--- config.mk ---
export PLATFORM = sky130hd
export DESIGN_NAME = dac_top
export DESIGN_NICKNAME = d
export VERILOG_FILES = /design/src/rtl/dac_top.sv
export SDC_FILE = /design/constraint.sdc
export NUM_CORES = 1
export LEC_CHECK = 0
export BUFFER_PORTS_ARGS = -buffer_cell sky130_fd_sc_hd__buf_4
export CAP_MARGIN = 20
export CELL_PAD_IN_SITES_DETAIL_PLACEMENT = 0
export CELL_PAD_IN_SITES_GLOBAL_PLACEMENT = 1
export CORE_UTILIZATION = 47
export CTS_CLUSTER_SIZE = 14
export DETAILED_ROUTE_END_ITERATION = 12
export GPL_ROUTABILITY_DRIVEN = 1
export HOLD_SLACK_MARGIN = 0.02
export PLACE_DENSITY = 0.77
export SLEW_MARGIN = 10
export SYNTH_ARGS = -nofsm -noshare
export SYNTH_HDL_FRONTEND = slang
export SYNTH_SLANG_ARGS = --single-unit
--- constraint.sdc ---
create_clock -name clk27 -period 2.55 [get_ports clk27]
set_input_delay 0.3825 -clock clk27 [delete_from_list [all_inputs] [get_ports clk27]]
set_output_delay 0.3825 -clock clk27 [all_outputs]
set_load 0.02 [all_outputs]
--- src/rtl/dac_top.sv ---
// dac_top: sawtooth/triangle sigma-delta DAC pair from a shared phase accumulator, plus clock divider.
// Define DAC_PLL_EN to source fast_clk from an rPLL instead of forwarding clk27 directly.
module dac_top #(
  parameter int WIDTH      = 8,
  parameter int PHASE_STEP = 64,
  parameter int SLOW_DIV   = 4
) (
  input  logic clk27,
  input  logic n_rst,
  output logic dac_1,
  output logic dac_2,
  output logic fast_clk,
  output logic slow_clk
);
  logic [15:0]         r_phase;
  logic [WIDTH:0]      r_acc1, r_acc2;
  logic [SLOW_DIV-1:0] r_cnt;
  logic                r_slow;
  logic [WIDTH-1:0]    w_s1, w_s2;

  assign w_s1 = r_phase[15 -: WIDTH];
  assign w_s2 = r_phase[15] ? ~r_phase[14 -: WIDTH] : r_phase[14 -: WIDTH];

  always_ff @(posedge clk27) begin
    if (n_rst) begin
      r_phase <= '0;
      r_acc1  <= '0;
      r_acc2  <= '0;
      r_cnt   <= '0;
      r_slow  <= 1'b0;
    end else begin
      r_phase <= r_phase + 16'(PHASE_STEP);
      r_acc1  <= {1'b0, r_acc1[WIDTH-1:0]} + {1'b0, w_s1};
      r_acc2  <= {1'b0, r_acc2[WIDTH-1:0]} + {1'b0, w_s2};
      r_cnt   <= r_cnt + SLOW_DIV'(1);
      r_slow  <= r_slow ^ (&r_cnt);
    end
  end

  assign dac_1    = r_acc1[WIDTH];
  assign dac_2    = r_acc2[WIDTH];
  assign slow_clk = r_slow;

`ifdef DAC_PLL_EN
  rPLL u_pll (
    .CLKOUT   (fast_clk),
    .LOCK     (),
    .CLKOUTP  (),
    .CLKOUTD  (),
    .CLKOUTD3 (),
    .RESET    (1'b0),
    .RESET_P  (1'b0),
    .CLKIN    (clk27),
    .CLKFB    (1'b0),
    .FBDSEL   (6'd0),
    .IDSEL    (6'd0),
    .ODSEL    (6'd0),
    .PSDA     (4'd0),
    .DUTYDA   (4'd0),
    .FDLY     (4'd0)
  );
`else
  assign fast_clk = clk27;
`endif
endmodule

Yosys cells after proc, flatten, opt, wreduce, memory -nomap -nowiden
Cells that the tools add are included.

storage, ports and cells
  register bits after elaboration = 39
  output and inout port bits = 4
  logic and storage cells = 13

operators by class
  add/subtract/negate cells = 4
  mux-type cells = 1
  bitwise logic cells = 2
  reduce and logical (&&, ||, !) cells = 1

operators by type and width
  operator               count
  $add 8x8->9            2
  $add 16x7->16 const B  1
  $mux 8                 1
  $not 8->8              1
  $add 4x1->4 const B    1
  $reduce_and 4->1       1
  $xor 1x1->1            1

Longest topological paths before layout
Gate-level depths: netlist (run 1).

  word-level depth = 3
  depth in mapped cells = 9
  gate-level depth less buffers = 8

==> qor.csv, run 1 <==
metric,value,unit
drive_gt1_share,11.73,%
status,finished clean,
cp.arrival,2340,ps
r2r_setup_slack,490,ps
worst_skew_pair.late_latency,390,ps
syn_nets,210,
antenna_found_initial,0,
period_minus_slack,2057,ps
powerDensity,672.4,nW/um^2
cp_num_cells,6,
hold_buffers,0,
dp_slack,518.5,ps
dr.pass1.iters,7,
crit_path_cell_trace,"xor2_1, ha_1, a211oi_1, a21oi_1, o22ai_1, mux2_2",
path_buf_inv,0,
irDropWorstVdd,0.4853,mV
holdCritPathClass,in -> reg,
worstHoldStart,n_rst,
startpoint,r_phase[9],
core_area,3442,sq um
grt_pass1_wl,5.133,mm
final_cells,242,
place_congestion,0.8353,
syn_to_final_growth,13.99,%
drtAntennaViolNets,0,
die_area,3939,sq um
drtIter0Drc,68,
io_pins,6,
post_cts_buffers,0,
grt_max_degree,36,
crit_family,compound AO/OA/AOI/OAI gates,
setup.worst_path.start_class,flop,
rsz0062_at_grt,false,
comb_power_share,3.1,%
overflow,0,
ctsResizeCount,0,
dpl.hpwl,2.069,mm
worst_setup_path_end_kind,flop,
path_class,reg -> reg,
synth-seq-cells,33,
seqPwrFrac,40.7,%
cp_max_fo,7,
clk_pin_slew_worst_paths,70,ps
finalSetupViolCount,0,
placed_area,1803,sq um
r2r_end,r_acc2[7],
switchingPower,274.3,uW
hold_viol,0,
final_common_cell,dfxtp_1,
yosysUniqueCellTypes,32,
hold_depth,2,
fmax,486.2,MHz
ys_seq_area_share,38.07,%
slowest_delay,510,ps
syn_avg_cell_area,9.330,sq um
die_x,62.77,um
drt-wirelength-per-cell,11.69,um
die_h,62.77,um
drt-vias-per-instance,5.149,
tritoncts,built,
synth_top_cell_area_share,38.07,%
grt_usage,17.02,%
wirelength,2.830,mm
yosys.area.top_type,dfxtp_1,
power,1.330,mW
synthTopCellsByArea,"dfxtp_1 38%, ha_1 14%, xor2_1 6.6%",
synth_area,1735,sq um
relSlewSlack,75.88,%
final_cell_mix,"33 x dfxtp_1, 28 x nor2_1, 20 x ha_1, 13 x xor2_1, 10 x xnor2_1",
synth_cells,186,
maxCapViolCount,0,
drcViolationCount,0,
r2r-start,r_phase[9],
drv_slew,0,
initial_core_util,50.42,%
r2r_cells,6,
nets,219,
synth_warnings,0,
diodes,0,
finalClockSkew,2.813,ps
grt_pass1_vias,1228,
cp_slowest_cell,dfxtp_1,
timing.final.crit_share,80.66,%
critPathRequiredTime,2830,ps
p_clk_share,56.2,%
stdcell_area,1978,sq um
leakagePower,0.8803,nW
tightest_slew,361.8,ps
rows,21,
fin_ws,493.1,ps
switching_share,20.62,%
intPower,1.056,mW
dp.cells,231,
io_buffers,5,
setup_tns,0,ps
holdPathEnd,r_cnt[0],
dr_total_vias,1246,
## per-layer routing
metal,track usage (%),share of wire [%],vias to the layer above
met1,19.68,47,583
met2,27.45,48,11
met4,8.721,1.7,0
li1,-,-,647
met3,6.204,2.9,5
met5,0,0,-
## cell usage after synthesis
| master | n |
|---|---|
| dfxtp_1 | 33 |
| nor2_1 | 28 |
| ha_1 | 20 |
| xor2_1 | 13 |
| xnor2_1 | 10 |
| a21oi_1 | 8 |
| inv_1 | 7 |
| nand2_1 | 7 |
| nand3_1 | 7 |
| nor2b_1 | 7 |
| nor3_1 | 5 |
| clkbuf_1 | 4 |
| o21a_1 | 4 |
| o21ai_0 | 4 |
| a211oi_1 | 3 |
| o31a_1 | 3 |
| or3_1 | 3 |
| buf_4 | 2 |
| fa_1 | 2 |
| mux2_2 | 2 |
| nand3_2 | 2 |
| o2111ai_1 | 2 |
| a21o_1 | 1 |
| a21oi_2 | 1 |
| buf_2 | 1 |
| nand3b_1 | 1 |
| nand4_1 | 1 |
| nor4_2 | 1 |
| o21ai_1 | 1 |
| o21bai_1 | 1 |
| o22ai_1 | 1 |
| or2b_1 | 1 |
## area by class of cell
class | count | area [sq um]
multi-input combinational | 139 | 1013
sequential | 33 | 660.6
inverter | 7 | 26.28
clock inverter | 3 | 65.06
tap | 46 | 57.56
fill | 314 | 1464
clock buffer | 9 | 117.6
timing repair buffer | 5 | 37.54
## per-stage QoR
step | hold slack [ps] | utilization [%]
3_5_place_dp | 437.7 | 52.38
6_report | 373.9 | 57.47
4_1_cts | 369.9 | 57.47
3_3_place_gp | 429.2 | 52.38
5_1_grt | 385.4 | 57.47
2_1_floorplan | 417.5 | -
## worst register-to-register path: stages, from the launching register on
cell      delay (ps)
dfxtp_1          510
xor2_1           260
ha_1             310
a211oi_1         240
a21oi_1          140
o22ai_1          150
mux2_2           340
## cells by family after synthesis
group | count (synthesis) | share of synthesized area, %
and+or+nand+nor | 63 | 17.74
DFF | 33 | 38.07
AOI/OAI and AO/OA | 29 | 11.03
xor gates and xnor gates | 23 | 11.61
adders and majority gates | 22 | 16.73
buffers and inverters | 14 | 3.532
muxes | 2 | 1.298
## worst max path at each step
| stage | slack [ps] | to |
|---|---|---|
| global route | 350 | r_acc2[7] |
| floorplan | 650 | r_acc2[7] |
| finish | 490 | r_acc2[7] |
| detailed placement | 520 | r_acc2[7] |
| CTS | 510 | r_acc2[7] |
| global placement | 560 | r_acc2[6] |
## power by group through the flow
stage	registers (mW)	clock network, mW	logic, mW
5_1_grt	0.543	0.801	0.0496
3_3_place_gp	0.552	0.0458	0.0411
4_1_cts	0.541	0.770	0.0427
6_report	0.541	0.747	0.0417
2_1_floorplan	0.549	0.0458	0.0373
3_5_place_dp	0.553	0.0458	0.0421
## flip-flops by register name, indices dropped and copies added (netlist names)
register	count
r_acc2	9
r_phase	10
slow_clk	1
r_cnt	4
r_acc1	9
(Power assumes the default switching activity.)
==> run 2: changes to the inputs <==
- clock period: 2.55 -> 1.9 ns (I/O delays scaled with it)
==> qor.csv, run 2 (synthesis results as in run 1) <==
metric,value,unit
largest_registers,"r_phase x10, r_acc1 x9, r_acc2 x9",
nets,233,
finalSetupViolCount,0,
status,finished clean,
hold_viol,0,
path_buf_inv,1,
initial_core_util,50.42,%
die_area,3939,sq um
die_h,62.77,um
drive_gt1_share,23.33,%
rsz0062_at_grt,true,
setup.worst_path.start_class,flop,
irDropWorstVdd,0.4685,mV
r2r-start,r_phase[15],
r2r_setup_slack,40,ps
worst_setup_path_end_kind,flop,
holdPathEnd,r_acc2[1],
worst_skew_pair.late_latency,390,ps
core_area,3442,sq um
dpl.hpwl,2.183,mm
drtAntennaViolNets,0,
path_class,reg -> reg,
clk_pin_slew_worst_paths,60,ps
critPathRequiredTime,2180,ps
holdCritPathClass,in -> reg,
place_congestion,0.8626,
drcViolationCount,0,
drv_slew,0,
crit_path_cell_trace,"buf_4, xor2_1, ha_1, or3_1, o22ai_2, mux2_2",
grt_pass1_vias,1354,
nFillCells,290,
io_pins,6,
top_register,r_phase,
tritoncts,built,
die_x,62.77,um
finalClockSkew,3.293,ps
hold_depth,2,
hold_ws,284.2,ps
leakagePower,0.9544,nW
final_common_cell,dfxtp_1,
diodes,0,
drt-vias-per-instance,5.098,
grt_pass1_wl,5.520,mm
syn_to_final_growth,22.42,%
fin_util,61.72,%
rows,21,
powerDensity,792.2,nW/um^2
cp_max_fo,6,
dp.cells,243,
antenna_found_initial,0,
r2r_end,r_acc2[7],
dr.pass1.iters,2,
largest_reg_flops,10,
fmax,537.0,MHz
startpoint,r_phase[15],
relSlewSlack,76.41,%
overflow,0,
cp_slowest_cell,or3_1,
r2r_cells,6,
timing.final.crit_share,98.00,%
final_cells,256,
final_cell_mix,"31 x dfxtp_1, 28 x nor2_1, 20 x buf_4, 18 x ha_1, 11 x xor2_1",
period_minus_slack,1862,ps
grt_usage,18.23,%
tightest_slew,353.9,ps
drt-wirelength-per-cell,12.02,um
worstHoldStart,n_rst,
slowest_delay,390,ps
wirelength,3.076,mm
cp.arrival,2140,ps
drtIter0Drc,40,
io_buffers,5,
grt_max_degree,36,
dr_total_vias,1305,
maxCapViolCount,0,
crit_family,simple AND/OR/NAND/NOR gates,
run 2: cell count changes in the layout (fill, tap and decap cells not counted), moves of 2 or more:
cell	before	now
buf_4	6	20
a21oi_1	8	6
a21oi_2	1	3
dfxtp_1	33	31
fa_1	2	0
fa_2	0	2
ha_1	20	18
xor2_1	13	11
xor2_2	0	2
run 2: where the power goes:
group / switching (mW) / internal (mW)
sequential: 0.0127 / 0.710
clock: 0.303 / 0.588
combinational: 0.0372 / 0.0324
total: 0.353 / 1.33
run 2: per-stage QoR:
stage                     total power [mW]  TNS [ps]  area, sq um  setup WS [ps]
final                                1.683         0         2125          37.91
after CTS                            1.711         0         2081          9.463
after floorplan                     0.8484         0         1735          4.284
after global routing                 1.765    -190.7         2125         -83.06
after detailed placement            0.8684    -103.7         1893         -48.16
after global placement              0.8649    -6.486         1893         -6.486
run 2: worst register-to-register path: stages, from the launching register on:
cell and delay, ps:
dfxtp_4 360, buf_4 170, xor2_1 180, ha_1 210
or3_1 390, o22ai_2 100, mux2_2 340
run 2: timing repair:
item | CTS | global route
setup buffers | 0 | 2
endpoints found under the hold margin | 0 | 0
hold buffers | 0 | 0
resized for setup | 8 | 6
endpoints found under the setup margin | 3 | 6
pin swaps | 1 | 3
run 2: layout make-up:
cell class                 instances  area, sq um  area share, %
clock buffer                      11        135.1          6.360
inverter                           7        26.28          1.237
multi-input combinational        139         1067          50.24
clock inverter                     1        30.03          1.413
timing repair buffer              19        142.6          6.714
sequential                        33        665.6          31.33
tap                               46        57.56          2.709
run 2: how the worst max path moves through the flow:
stage / cells after the start / slack, ps / endpoint
after floorplan: 7 / 4 / r_acc2[7]
after global routing: 8 / -80 / r_acc2[8]
after CTS: 6 / 9 / r_acc2[7]
after detailed placement: 7 / -50 / r_acc2[7]
after global placement: 8 / -6 / r_acc2[6]
final: 6 / 40 / r_acc2[7]
run 2: per-layer routing:
metal	track usage (%)	share of wire, %	up-vias
met1	19.34	47	609
met2	32.20	49	12
li1	-	-	676
met3	5.474	2.6	8
met5	0	0	-
met4	9.593	1.2	0
==> run 3: changes to the inputs <==
- ABC_AREA: unset -> 1
- CORE_UTILIZATION: 47 -> 45
- PLACE_DENSITY: 0.77 -> 0.78
==> qor.csv, run 3 <==
metric,value,unit
irDropWorstVdd,0.5679,mV
synthAdderAreaFrac,15.72,%
syn_avg_cell_area,7.507,sq um
syn_nets,270,
rsz0062_at_grt,false,
cp_slowest_cell,dfxtp_2,
largest_registers,"r_phase x10, r_acc1 x9, r_acc2 x9",
ys_seq_area_share,35.77,%
dp.cells,296,
worst_skew_pair.late_latency,390,ps
final_common_cell,nand2_1,
wirelength,3.230,mm
dpl.hpwl,2.332,mm
die_x,66.06,um
holdCritPathClass,in -> reg,
synth_warnings,0,
drive_gt1_share,9.653,%
synth_area,1847,sq um
setup.worst_path.start_class,flop,
drcViolationCount,0,
die_area,4364,sq um
grt_pass1_wl,5.844,mm
clk_pin_slew_worst_paths,70,ps
syn_to_final_growth,13.35,%
synth-edff-count,0,
tightest_slew,534.1,ps
synthFlopType,dfxtp_1,
largest_reg_flops,10,
drtIter0Drc,60,
finalClockSkew,2.901,ps
synth_compound_area_share,7.927,%
diodes,0,
drv_slew,0,
nets,282,
grt_max_degree,19,
final_cells,307,
synth_top_family_by_area,simple AND/OR/NAND/NOR gates,
fmax,590.4,MHz
crit_path_cell_trace,"buf_4, xor2_1, ha_1, a21oi_1, nand2_1, nand2_1, nand3_1, nand2_1, nor2_1",
dr_total_vias,1431,
drt-vias-per-instance,4.661,
post_cts_buffers,0,
overflow,0,
path_class,reg -> reg,
status,finished clean,
synthTopCellsByArea,"dfxtp_1 36%, ha_1 14%, nand2_1 10%",
cp_max_fo,9,
timing.final.crit_share,89.14,%
cp.arrival,1980,ps
synth_cells,246,
worst_setup_path_end_kind,flop,
synth_most_common_cell,nand2_1,
tritoncts,built,
leakagePower,1.097,nW
drtAntennaViolNets,0,
drt-wirelength-per-cell,10.52,um
powerDensity,815.0,nW/um^2
rows,22,
core_area,3799,sq um
ctsResizeCount,0,
dr.pass1.iters,4,
top_register,r_phase,
io_buffers,5,
yosysUniqueCellTypes,26,
fin_util,55.11,%
maxCapViolCount,0,
place_congestion,0.7367,
yosys.area.top_type,dfxtp_1,
period_minus_slack,1694,ps
initial_core_util,48.62,%
finalSetupViolCount,0,
critPathRequiredTime,2190,ps
synth-simple-area-share,25.61,%
synth_common_cells,"51 x nand2_1, 35 x nor2_1, 34 x inv_1",
hold_viol,0,
synth_xor_area_share,6.640,%
antenna_found_initial,0,
crit_top_cell,nand2_1,
io_pins,6,
relSlewSlack,64.36,%
muxShareOfSynthArea,0,%
slowest_delay,350,ps
synth_top_cell_area_share,35.77,%
final_cell_mix,"51 x nand2_1, 35 x nor2_1, 34 x inv_1, 31 x dfxtp_1, 20 x ha_1",
synth-seq-cells,33,
setup_tns,0,ps
synthArstFlopShare,0,%
grt_pass1_vias,1374,
grt_usage,18.35,%
die_h,66.06,um
hold_buffers,0,
-- run 3: cell types whose count changed after synthesis, sizes merged, moves of 4 or more --
cell	previous run	this run
nand2	7	52
a21oi	9	19
nor2b	7	0
nor2	28	37
nand3	9	14
inv	7	34
xnor2	10	3
clkbuf	4	0
nor3	5	0
-- run 3: logic make-up (layout without fill, tap and decap cells) --
logic type | after synthesis | after routing
AOI/OAI and AO/OA | 27 | 27
xor gates and xnor gates | 14 | 14
adders and majority gates | 22 | 22
buffers and inverters | 39 | 52
DFF | 33 | 33
and+or+nand+nor | 111 | 111
-- run 3: layout make-up --
type / count / area [sq um]
Fill cell: 381 / 1705
Multi-Input combinational cell: 174 / 1032
Sequential cell: 33 / 663.1
Clock buffer: 11 / 135.1
Inverter: 34 / 127.6
Tap cell: 48 / 60.06
Timing Repair Buffer: 6 / 45.04
Clock inverter: 1 / 30.03
-- run 3: final timing paths --
check         startpoint        end  slack (ps)  cells past startpoint
max          r_phase[15]  r_acc2[5]         210                      9
min                n_rst   r_cnt[0]         200                      2
max reg2reg  r_phase[15]  r_acc2[5]         210                      9
min reg2reg     r_cnt[0]   r_cnt[0]         440                      1
-- run 3: per-layer routing --
metal,vias to the layer above,routed length (um),global-route usage (%)
li1,794,-,-
met1,615,1757,23.81
met2,18,1327,26.66
met3,4,103,7.069
met4,0,42,8.245
met5,-,0,0
-- run 3: worst max-delay path, delay by kind of cell, from the launching register on --
family | cells | cell delay [ps]
and+or+nand+nor | 5 | 400
DFF | 1 | 350
adders and majority gates | 1 | 290
xor gates and xnor gates | 1 | 220
buffers and inverters | 1 | 190
AOI/OAI and AO/OA | 1 | 150
-- run 3: power breakdown --
part	internal (mW)	leakage (nW)	switching (mW)
sequential	0.712	0.268	0.0136
clock	0.588	0.0848	0.329
combinational	0.0259	0.744	0.0378
total	1.33	1.10	0.381
-- run 3: metrics by stage --
step | hold WS [ps] | cell area [sq um] | power (mW) | setup slack [ps]
3_5_place_dp | 397.6 | 1933 | 0.8667 | 160.1
6_report | 204.5 | 2093 | 1.706 | 206.3
2_1_floorplan | 397.6 | 1847 | 0.8521 | 160.5
3_3_place_gp | 397.6 | 1933 | 0.8667 | 160.8
4_1_cts | 200.8 | 2091 | 1.729 | 151.9
5_1_grt | 201.9 | 2093 | 1.782 | 26.81
